`config.mk`:
```
export PLATFORM = sky130hd
export DESIGN_NAME = fir_mac_sequencer_flat
export DESIGN_NICKNAME = d
export VERILOG_FILES = /design/src/rtl/fir_mac_sequencer_if.sv /design/src/rtl/fir_mac_sequencer.sv /design/src/flat_wrapper.sv
export SDC_FILE = /design/constraint.sdc
export NUM_CORES = 1
export LEC_CHECK = 0
export BUFFER_PORTS_ARGS = -buffer_cell sky130_fd_sc_hd__buf_4
export CORE_MARGIN = 2
export CORE_UTILIZATION = 40
export DETAILED_ROUTE_END_ITERATION = 8
export PLACE_DENSITY = 0.6
export SLEW_MARGIN = 20
export SYNTH_ARGS = -nofsm -noshare
export SYNTH_HDL_FRONTEND = slang
export SYNTH_SLANG_ARGS = --single-unit
```
`constraint.sdc`:
```
create_clock -name clk -period 8.32 [get_ports clk]
set_clock_uncertainty 0.2 [all_clocks]
set_input_delay 1.664 -clock clk [delete_from_list [all_inputs] [get_ports clk]]
set_output_delay 1.664 -clock clk [all_outputs]
set_load 0.02 [all_outputs]
```
`src/rtl/fir_mac_sequencer_if.sv`:
```
`default_nettype none
// ============================================================================
// Module   : fir_mac_sequencer_if
// Purpose  : Sample-in, coefficient ROM and result-out signals of the FIR MAC engine.
// Revision : 1.0 - initial release
// ============================================================================
interface fir_mac_sequencer_if #(
  parameter int DATA_W = 8,
  parameter int ADDR_W = 4,
  parameter int COEF_W = 8,
  parameter int ACC_W  = 20
);
  logic              in_valid;
  logic              in_ready;
  logic [DATA_W-1:0] in_data;
  logic [ADDR_W-1:0] coef_addr;
  logic [COEF_W-1:0] coef_data;
  logic              out_valid;
  logic              out_ready;
  logic [ACC_W-1:0]  out_data;

  // master: the surrounding system (sample source, ROM, result sink)
  modport master (
    output in_valid, in_data, coef_data, out_ready,
    input  in_ready, coef_addr, out_valid, out_data
  );

  // slave: the MAC sequencer itself
  modport slave (
    input  in_valid, in_data, coef_data, out_ready,
    output in_ready, coef_addr, out_valid, out_data
  );
endinterface
`default_nettype wire

```
`src/rtl/fir_mac_sequencer.sv`:
```
`default_nettype none
// ============================================================================
// Module   : fir_mac_sequencer
// Purpose  : Serial MAC for a TAPS-tap FIR; walks the coefficient ROM once per
//            sample. Optional macro FIR_SAT_OUT_EN: round/saturate the output.
// Revision : 1.0 - initial release
// ============================================================================
module fir_mac_sequencer #(
  parameter int TAPS      = 16,
  parameter int ADDR_W    = 4,
  parameter int DATA_W    = 8,
  parameter int COEF_W    = 8,
  parameter int ACC_W     = 20,
  parameter int OUT_SHIFT = 7
) (
  input  wire logic          clk,
  input  wire logic          rst_n,
  fir_mac_sequencer_if.slave bus
);

  localparam logic [1:0] S_IDLE  = 2'd0;
  localparam logic [1:0] S_MAC   = 2'd1;
  localparam logic [1:0] S_DRAIN = 2'd2;
  localparam logic [1:0] S_OUT   = 2'd3;

  localparam int              PROD_W   = DATA_W + COEF_W;
  localparam logic [ADDR_W-1:0] LAST_TAP = ADDR_W'(TAPS - 1);

  if (TAPS > (1 << ADDR_W)) begin : g_chk_addr
    $error("ADDR_W too narrow for TAPS");
  end
  if (ACC_W <= PROD_W || OUT_SHIFT < 1 || OUT_SHIFT >= ACC_W) begin : g_chk_width
    $error("ACC_W/OUT_SHIFT inconsistent with product width");
  end

  logic [1:0]               state_q, state_d;
  logic [DATA_W-1:0]        x_q [TAPS];
  logic [DATA_W-1:0]        x_d [TAPS];
  logic signed [ACC_W-1:0]  acc_q, acc_d;
  logic [ADDR_W-1:0]        addr_q, addr_d;
  logic [ADDR_W-1:0]        tap_q, tap_d;
  logic                     tap_vld_q, tap_vld_d;
  logic                     in_ready_q, in_ready_d;
  logic                     out_valid_q, out_valid_d;
  logic signed [ACC_W-1:0]  out_data_q, out_data_d;

  logic signed [PROD_W-1:0] w_prod;
  logic signed [ACC_W-1:0]  w_acc_sum;
  logic signed [ACC_W-1:0]  w_result;

  // tap_q trails addr_q by one cycle so it lines up with the ROM read data
  assign w_prod    = $signed(x_q[tap_q]) * $signed(bus.coef_data);
  assign w_acc_sum = acc_q + {{(ACC_W-PROD_W){w_prod[PROD_W-1]}}, w_prod};

`ifdef FIR_SAT_OUT_EN
  localparam logic signed [ACC_W-1:0] RND_C   = ACC_W'(1 << (OUT_SHIFT - 1));
  localparam logic signed [ACC_W-1:0] SAT_MAX = ACC_W'((1 << (DATA_W - 1)) - 1);
  localparam logic signed [ACC_W-1:0] SAT_MIN = ~SAT_MAX;

  logic signed [ACC_W-1:0] w_round;
  assign w_round  = (w_acc_sum + RND_C) >>> OUT_SHIFT;
  assign w_result = (w_round > SAT_MAX) ? SAT_MAX :
                    (w_round < SAT_MIN) ? SAT_MIN : w_round;
`else
  assign w_result = w_acc_sum;
`endif

  always_comb begin
    state_d     = state_q;
    x_d         = x_q;
    acc_d       = acc_q;
    addr_d      = addr_q;
    tap_d       = addr_q;
    tap_vld_d   = (state_q == S_MAC);
    in_ready_d  = in_ready_q;
    out_valid_d = out_valid_q;
    out_data_d  = out_data_q;

    if (tap_vld_q) begin
      acc_d = w_acc_sum;
    end

    case (state_q)
      S_IDLE: begin
        in_ready_d = 1'b1;
        if (bus.in_valid && in_ready_q) begin
          x_d[0] = bus.in_data;
          for (int k = 1; k < TAPS; k++) begin
            x_d[k] = x_q[k-1];
          end
          acc_d      = '0;
          in_ready_d = 1'b0;
          state_d    = S_MAC;
        end
      end
      S_MAC: begin
        if (addr_q == LAST_TAP) begin
          addr_d  = '0;
          state_d = S_DRAIN;
        end else begin
          addr_d = addr_q + 1'b1;
        end
      end
      S_DRAIN: begin
        // last product is folded in here so the result registers with out_valid
        out_valid_d = 1'b1;
        out_data_d  = w_result;
        state_d     = S_OUT;
      end
      S_OUT: begin
        if (bus.out_ready) begin
          out_valid_d = 1'b0;
          in_ready_d  = 1'b1;
          state_d     = S_IDLE;
        end
      end
      default: state_d = S_IDLE;
    endcase
  end

  always_ff @(posedge clk) begin
    if (!rst_n) begin
      state_q     <= S_IDLE;
      for (int k = 0; k < TAPS; k++) begin
        x_q[k] <= '0;
      end
      acc_q       <= '0;
      addr_q      <= '0;
      tap_q       <= '0;
      tap_vld_q   <= 1'b0;
      in_ready_q  <= 1'b0;
      out_valid_q <= 1'b0;
      out_data_q  <= '0;
    end else begin
      state_q     <= state_d;
      x_q         <= x_d;
      acc_q       <= acc_d;
      addr_q      <= addr_d;
      tap_q       <= tap_d;
      tap_vld_q   <= tap_vld_d;
      in_ready_q  <= in_ready_d;
      out_valid_q <= out_valid_d;
      out_data_q  <= out_data_d;
    end
  end

  assign bus.in_ready  = in_ready_q;
  assign bus.coef_addr = addr_q;
  assign bus.out_valid = out_valid_q;
  assign bus.out_data  = out_data_q;

endmodule
`default_nettype wire

```
`src/flat_wrapper.sv`:
```
// flat-port wrapper written by rule: the top's interface ports become plain ports
module fir_mac_sequencer_flat 
#(
  parameter int TAPS      = 16,
  parameter int ADDR_W    = 4,
  parameter int DATA_W    = 8,
  parameter int COEF_W    = 8,
  parameter int ACC_W     = 20,
  parameter int OUT_SHIFT = 7
)
  (clk, rst_n, bus_in_valid, bus_in_data, bus_coef_data, bus_out_ready, bus_in_ready, bus_coef_addr, bus_out_valid, bus_out_data);
  fir_mac_sequencer_if #(.DATA_W(DATA_W), .ADDR_W(ADDR_W), .COEF_W(COEF_W), .ACC_W(ACC_W)) bus_i ();
  input  wire logic clk;
  input  wire logic rst_n;
  input wire logic [$bits(bus_i.in_valid)-1:0] bus_in_valid;
  input wire logic [$bits(bus_i.in_data)-1:0] bus_in_data;
  input wire logic [$bits(bus_i.coef_data)-1:0] bus_coef_data;
  input wire logic [$bits(bus_i.out_ready)-1:0] bus_out_ready;
  output wire logic [$bits(bus_i.in_ready)-1:0] bus_in_ready;
  output wire logic [$bits(bus_i.coef_addr)-1:0] bus_coef_addr;
  output wire logic [$bits(bus_i.out_valid)-1:0] bus_out_valid;
  output wire logic [$bits(bus_i.out_data)-1:0] bus_out_data;
  assign bus_i.in_valid = bus_in_valid;
  assign bus_i.in_data = bus_in_data;
  assign bus_i.coef_data = bus_coef_data;
  assign bus_i.out_ready = bus_out_ready;
  assign bus_in_ready = bus_i.in_ready;
  assign bus_coef_addr = bus_i.coef_addr;
  assign bus_out_valid = bus_i.out_valid;
  assign bus_out_data = bus_i.out_data;
  fir_mac_sequencer #(.TAPS(TAPS), .ADDR_W(ADDR_W), .DATA_W(DATA_W), .COEF_W(COEF_W), .ACC_W(ACC_W), .OUT_SHIFT(OUT_SHIFT)) u_core (.clk(clk), .rst_n(rst_n), .bus(bus_i));
endmodule
```
* Yosys cells after proc, flatten, opt, wreduce, memory -nomap -nowiden *
Cells that the tools add are included.

word-level totals
  word-level logic and storage cells = 60
  register bits = 181

operators by class
  muxes and demuxes = 16
  bitwise operators = 1
  multiply operators = 1
  add/sub/neg operators = 2
  reduce and logical (&&, ||, !) cells = 8
  equal/unequal tests = 7
  magnitude comparators = 1

operator list
  operator                                                  number
  two-way mux 20 bit                                        3
  binary-select mux 8 bit (select 4 bit)                    1
  adder 20 bit                                              1
  multiplier 8 x 8 -> 16 bit                                1
  two-way mux 8 bit                                         2
  one-hot mux 2 bit (4 select lines)                        1
  two-way mux 2 bit                                         3
  AND reduction 2 bit                                       3
  greater-or-equal comparator 5 bit, second input constant  1
  NOT 4 -> 5 bit                                            1
  adder 4 x 1 -> 4 bit, second input constant               1
  == test 2 bit, second input constant                      2
  == test 4 bit, second input constant                      1
  two-way mux 4 bit                                         1
  inequality test 2 bit, second input constant              2
  one-hot mux 1 bit (2 select lines)                        2
  nonzero test 2 bit                                        2
  two-way mux 1 bit                                         3
  AND reduction 3 bit                                       1
  == test 2 x 1 -> 1 bit, second input constant             1
  zero test 2 bit                                           1
  inequality test 2 x 1 -> 1 bit, second input constant     1
  logical AND 1 bit                                         1

* Longest topological paths before layout *
Gate-level depths: netlist of run 1.

  word-level depth = 9
  mapped depth = 30
  depth with buffers taken out = 27

* Worst setup path before layout of run 1 *
No wires, ideal clock.

  path kind = reg2reg
  from = register u_core.tap_q[1]
  to = register u_core.acc_q[19]
  slack = 0.948 ns
  stages on the path, launching flop included = 27
  arrival time = 7.056 ns
  path buffers = 2
  required time = 8.004 ns
  path through = dfxtp_1 > clkbuf_1 > buf_2 > mux4_2 > mux4_2 > and2_1 > fa_1 > inv_1 > fa_1 > inv_1 > fa_1 > inv_1 > fa_1 > inv_1 > ha_1 > o21ai_0 > o21ai_1 > nand4_1 > a311o_1 > xor2_1 > ha_1 > o21a_1 > a2111oi_0 > o22ai_1 > xor3_1 > a21oi_1 > a31o_1

on the way
  word-level cells in the longest chain between the ends = 9

RTL lines
  element                                                  RTL line                  text
  from (decl)                                              fir_mac_sequencer.sv:41   logic [ADDR_W-1:0] tap_q, tap_d;
  from (signal assigned)                                   fir_mac_sequencer.sv:139  tap_q <= tap_d;
  NOT 4 -> 5 bit (implied by the code) *                   fir_mac_sequencer.sv:52   assign w_prod = $signed(x_q[tap_q]) * $signed(bus.coef_data);
  binary-select mux 8 bit (select 4 bit) *                 fir_mac_sequencer.sv:52
  two-way mux 8 bit (implied by the code) * (2 in series)  fir_mac_sequencer.sv:52
  multiplier 8 x 8 -> 16 bit *                             fir_mac_sequencer.sv:52
  adder 20 bit *                                           fir_mac_sequencer.sv:53   assign w_acc_sum = acc_q + {{(ACC_W-PROD_W){w_prod[PROD_W-1]}}, w_prod};
  two-way mux 20 bit *                                     fir_mac_sequencer.sv:79   if (tap_vld_q) begin
  two-way mux 20 bit                                       fir_mac_sequencer.sv:86   if (bus.in_valid && in_ready_q) begin
  two-way mux 20 bit *                                     fir_mac_sequencer.sv:83   case (state_q)
  to (signal assigned)                                     fir_mac_sequencer.sv:127  acc_q <= '0;
  to (signal assigned)                                     fir_mac_sequencer.sv:137  acc_q <= acc_d;
  to (decl)                                                fir_mac_sequencer.sv:39   logic signed [ACC_W-1:0] acc_q, acc_d;

Every way passes the cells marked *; elsewhere a longest branch is shown, timed or not. The select of a mux whose other input is x is not followed.
A chain may end at the register's enable or synchronous reset.

* Final worst setup path of run 1 *
  from = register u_core.tap_q[0]
  to = register u_core.acc_q[19]

Same word-level chain as after synthesis.

==> impl_metrics.ini, run 1 <==
[synthesis]
yosysWarnings = 0
synth_adder_area_share_pct = 16.7
yosysSeqAreaShare_pct = 33.4
syn_area_per_cell_um2 = 8.84
synth_nets = 1358
synth_top_family_by_area = simple AND/OR/NAND/NOR gates
yosys.area_share.simple_pct = 18.8
synth_edf_count = 0
synth_ff_type = dfxtp_1
synth_compound_area_share_pct = 12.2
synth_area_mm2 = 0.0109
synth_xor_area_share_pct = 2.48
synth_mux_area_share_pct = 10.8
yosys.cell_types.count = 65
yosys_register_bits = 181
ys_async_sr_fraction_pct = 0
syn_inst = 1227

[global_routing]
grtUsageTotal_pct = 16.7
grt_pass1_vias = 7793
grt_overflow = 0
antenna_found_initial = 0
grt_pass1_wl_mm = 38.9
grt_max_degree = 89

[clock_tree]
clk_pin_slew_ps = 80
clkSinkCount = 181
cts_root_buf = clkbuf_16
cts_buffer_depth = 2
cts_tree = yes
cts_setup_buffers = 0
cts-resized-gates = 0
clock_latency_ps = 430
h-tree-depth = 4
hold_buffers = 0
cts_made_buffers = 17

[timing]
post-route-min-period_ps = 7750
fmax_mhz = 129
setup_violations = 0
maxSlewViolCount = 0
rsz0062_at_grt = no
maxSlewHeadroom_pct = 41.8
tightest_slew_ps = 873
hold_viol = 0
period_share_pct = 93.1
tns_ps = 0

[route]
via_count = 8314
wl_mm = 23.3
post-route-drc-count = 0
viasPerCell = 5.24
firstDrtPassIters = 5
drt-initial-drc-count = 583
drtAntennaViolNets = 0
wl_per_cell_um = 14.7

[power]
p_sw_share_pct = 41.2
power.internal_uw = 1940
pwr-share-seq_pct = 29.4
p_leak_uw = 0.00469
combPwrFrac_pct = 44.7
worst_ir_drop_vdd_uv = 181
p_per_area_mw_per_mm2 = 273
power.switching_uw = 1360
clkPwrFrac_pct = 25.9

[placed_design]
place_congestion = 0.806
dpl_cell_area_mm2 = 0.0115
post-place-cells = 1555
io_buffers = 45
hpwl_mm = 16.1

[finish]
diodes = 0
nets = 1364
instances_no_fill = 1587
area_growth_pct = 11.4
drive_gt1_share_pct = 10.8
fin_area_mm2 = 0.0121

[floorplanning]
dieArea_mm2 = 0.0285
num_rows = 60
dieWidth_um = 169
core_area_mm2 = 0.0268
initial_core_util_pct = 40.5
die-height_um = 169
ioPinCount = 46

[setup_path]
reg2reg_depth = 25
worstReg2RegStart = u_core.tap_q[0]
cp-end-kind = register
critPathSlowestCell = mux4_2
cp.arrival_ps = 7870
crit_path_start = u_core.tap_q[0]
start_kind = register
path_class = register to register
cpPeakStageDelay_ps = 580
crit_required_ps = 8440
critPathMaxFanout = 16

[hold_path]
hold_start = u_core.x_q[4]
hold_depth = 2
min_path_type = register to register

[run]
cap_violations = 0

[outcome]
status = finished clean
[cells by family after synthesis]
kind of cell | after synthesis
AND/OR/NAND/NOR | 460
AO/OA/AOI/OAI | 226
flip-flops | 181
buffers and inverters | 156
adder cells (fa/ha/maj) | 111
multiplexers | 64
XOR/XNOR | 29
[power groups by stage]
| stage | Clock [µW] | Combinational, µW | Sequential, µW |
|---|---|---|---|
| finish | 855 | 1480 | 971 |
| global route | 905 | 1660 | 979 |
| CTS | 877 | 1480 | 972 |
| detailed placement | 0 | 1480 | 992 |
| global placement | 0 | 1460 | 991 |
| floorplan | 0 | 1120 | 998 |
[critical path: cells and delay by family (launching register included)]
| family | cells | cell delay (ps) |
|---|---|---|
| fa+ha+maj | 6 | 2590 |
| compound gates | 8 | 1760 |
| mux | 2 | 1130 |
| xor+xnor | 2 | 570 |
| flops | 1 | 530 |
| buf+inv | 5 | 430 |
| simple gates | 2 | 400 |
[synth_stat cells (2+ instances only)]
cell type | instances | area, µm²
mux4_1 | 7 | 184
nor2_1 | 55 | 206
o211a_1 | 2 | 20.0
mux4_2 | 33 | 743
a21o_1 | 8 | 60.1
a211oi_1 | 6 | 45.0
o21bai_1 | 5 | 37.5
and2_1 | 45 | 282
a221oi_2 | 2 | 30.0
clkinv_1 | 2 | 7.51
buf_1 | 9 | 33.8
o211ai_1 | 2 | 15.0
mux2_2 | 2 | 22.5
xor2_1 | 9 | 78.8
o21a_1 | 8 | 60.1
a31oi_1 | 2 | 12.5
o22ai_1 | 2 | 12.5
a2111oi_0 | 2 | 17.5
inv_1 | 85 | 319
a311o_1 | 5 | 50.1
mux2i_1 | 22 | 220
and3_1 | 2 | 12.5
buf_6 | 2 | 22.5
nand3_1 | 14 | 70.1
nor4_1 | 2 | 12.5
nand3b_1 | 10 | 75.1
o21ai_0 | 19 | 95.1
nor2b_1 | 5 | 31.3
nand4_1 | 6 | 37.5
and3b_1 | 2 | 17.5
nand4b_1 | 5 | 43.8
clkbuf_1 | 54 | 203
a21oi_1 | 150 | 751
ha_1 | 55 | 688
or3_1 | 8 | 50.1
nor3_1 | 8 | 40.0
fa_1 | 56 | 1120
xnor2_1 | 19 | 166
nand2_1 | 289 | 1080
dfxtp_1 | 181 | 3620
o31ai_1 | 2 | 15.0
buf_2 | 2 | 10.0
[sequential cells by signal, indices dropped and copies added (netlist names)]
signal / count
u_core.bus.coef_addr: 4
u_core.x_q: 128
u_core.bus.out_valid: 1
u_core.tap_q: 4
u_core.bus.out_data: 20
u_core.bus.in_ready: 1
u_core.state_q: 2
u_core.acc_q: 20
u_core.tap_vld_q: 1
[stage by stage]
step	setup slack, ps	hold slack, ps	power [µW]	utilization, %
global route	50.2	280	3540	45.1
floorplan	948	232	2120	-
CTS	238	260	3330	45.1
finish	571	260	3300	45.1
detailed placement	265	247	2470	42.7
global placement	372	239	2450	42.7
[layer usage]
layer	vias to the layer above	part of all wire, %	track usage [%]
li1	4139	-	-
met1	4057	49	23.4
met2	109	47	27.4
met3	9	3.0	2.69
met4	0	0.63	3.15
met5	-	0	0
[area by class of cell]
cell class                      instances  area [µm²]
Clock buffer                           17         425
Clock inverter                         15         203
Fill cell                            2601       14700
Inverter                               87         329
Multi-Input combinational cell        890        6630
Sequential cell                       181        3630
Tap cell                              341         427
Timing Repair Buffer                   56         445
[path summary, 6_finish.rpt]
kind	to	slack, ps
max	u_core.acc_q[19]	570
min reg2reg	u_core.x_q[4]	260
min	u_core.x_q[4]	260
max reg2reg	u_core.acc_q[19]	570
[placed cells by master, fill, tap and decap left out, drive strengths merged, types with 6 or more instances in the layout]
cell type    n
o21ai       21
nand2      289
inv         92
dfxtp      181
clkinv       7
nand3b      10
a21o         8
nand3       14
buf         56
clkbuf      17
fa          56
a21oi      150
ha          55
and2        46
o21a         8
xnor2       19
nand4        6
nor2        55
nor3         8
xor2         9
or3          8
mux4        40
mux2i       22
a211oi       6
(Power assumes the default switching activity.)
==> run 2, diff against run 1 <==
PLACE_DENSITY = 0.53   (was 0.6)
==> run 2 against run 1 <==
Against the previous run:
- cell area fell by 0.39%
- largest power group unchanged
- wire length rose by 6.1%
- power fell by 0.76%
- via count fell by 1.2%
==> impl_metrics.ini, run 2 (synthesis gave the netlist of run 1 again) <==
[outcome]
status = finished clean

[setup_path]
cp-end-kind = register
start_kind = register
cp.arrival_ps = 7930
critPathMaxFanout = 14
path_class = register to register
crit_required_ps = 8450

[floorplanning]
core_area_mm2 = 0.0268
initial_core_util_pct = 40.5
dieWidth_um = 169
num_rows = 60
dieArea_mm2 = 0.0285
die-height_um = 169
ioPinCount = 46

[route]
firstDrtPassIters = 5
post-route-drc-count = 0
wl_per_cell_um = 15.6
drt-initial-drc-count = 578
wl_mm = 24.7
viasPerCell = 5.18
drtAntennaViolNets = 0
via_count = 8218

[placed_design]
place_worst_setup_slack_ps = 334
hpwl_mm = 17.4
io_buffers = 45
place_congestion = 0.837

[finish]
area_growth_pct = 11.0
final_cell_mix = 289 x nand2_1, 180 x dfxtp_1, 150 x a21oi_1
final_common_cell = nand2_1
drive_gt1_share_pct = 10.8
diodes = 0
utilization_pct = 44.9
fillers = 2633
nets = 1364
regMostFlops = u_core.x_q
largest_register_ffs = 128

[clock_tree]
clkSinkCount = 181
cts_root_buf = clkbuf_16
clock_latency_ps = 440
cts_made_buffers = 17
hold_buffers = 0
cts_buffer_depth = 2
h-tree-depth = 4
clk_pin_slew_ps = 80
cts_tree = yes
cts_setup_buffers = 0

[timing]
tns_ps = 0
setup_violations = 0
hold_viol = 0
rsz0062_at_grt = no
fin_ws_ps = 511
tightest_slew_ps = 1040
maxSlewHeadroom_pct = 30.8
maxSlewViolCount = 0
fmax_mhz = 128
post-route-min-period_ps = 7810
hold_ws_ps = 256
period_share_pct = 93.9

[run]
cap_violations = 0

[global_routing]
antenna_found_initial = 0
grt_pass1_vias = 8037
grt_overflow = 0
grtUsageTotal_pct = 18.1
grt_pass1_wl_mm = 41.9
grt_max_degree = 101

[power]
p_per_area_mw_per_mm2 = 272
worst_ir_drop_vdd_uv = 139
p_leak_uw = 0.00467

[hold_path]
min_path_type = register to register
## run 2: cell type report
class	count	area [µm²]	share of cell area, %
clock buffer	18	429	3.56
clock inverter	14	156	1.30
inverter	87	329	2.73
multi-input combinational	890	6630	55.0
sequential	181	3630	30.1
tap	341	427	3.54
timing repair buffer	56	445	3.70
## run 2: per-stage QoR
step | cell area (µm²) | std cells | power [µW]
after floorplan | 10900 | 1227 | 2120
after global placement | 11500 | 1555 | 2500
after detailed placement | 11500 | 1555 | 2510
after CTS | 12000 | 1587 | 3330
after global routing | 12000 | 1587 | 3550
final | 12000 | 1587 | 3280
## run 2: timing repair
action,CTS,global route
resized for setup,0,1
hold endpoints to repair,0,0
endpoints found under the setup margin,0,2
## run 2: power by group
group / internal [µW] / total [µW] / switching [µW]
combinational: 580 / 1500 / 916
clock: 404 / 809 / 405
sequential: 921 / 971 / 49.9
## run 2: worst paths after layout
check / cells after the start / slack (ps) / to / start
setup reg to reg: 25 / 510 / u_core.acc_q[19] / u_core.tap_q[0]
hold / removal: 2 / 260 / u_core.x_q[0] / u_core.x_q[0]
setup / recovery: 25 / 510 / u_core.acc_q[19] / u_core.tap_q[0]
hold reg to reg: 2 / 260 / u_core.x_q[0] / u_core.x_q[0]
## run 2: critical path, cell delays in order (launching register included)
cell       delay [ps]
dfxtp_4           540
buf_12            180
mux4_1            530
mux4_2            600
and2_1            220
inv_1              60
fa_1              430
fa_1              510
inv_1              50
fa_1              470
inv_1              50
fa_1              520
inv_1              40
ha_1              310
o21ai_0           120
o21ai_1           210
nand4_1           150
a311o_1           380
xor2_1            410
ha_1              380
o21a_1            210
a2111oi_0         410
o22ai_1           140
xor3_1            280
a21oi_1            80
a31o_1            190
## run 2: metal layers
metal  part of all wire [%]  up-vias  track usage, %
met2                     46      103            29.2
met5                      0        -               0
met4                   0.87        0            3.79
li1                       -     4144               -
met1                     50     3956            25.8
met3                    2.6       15            2.76
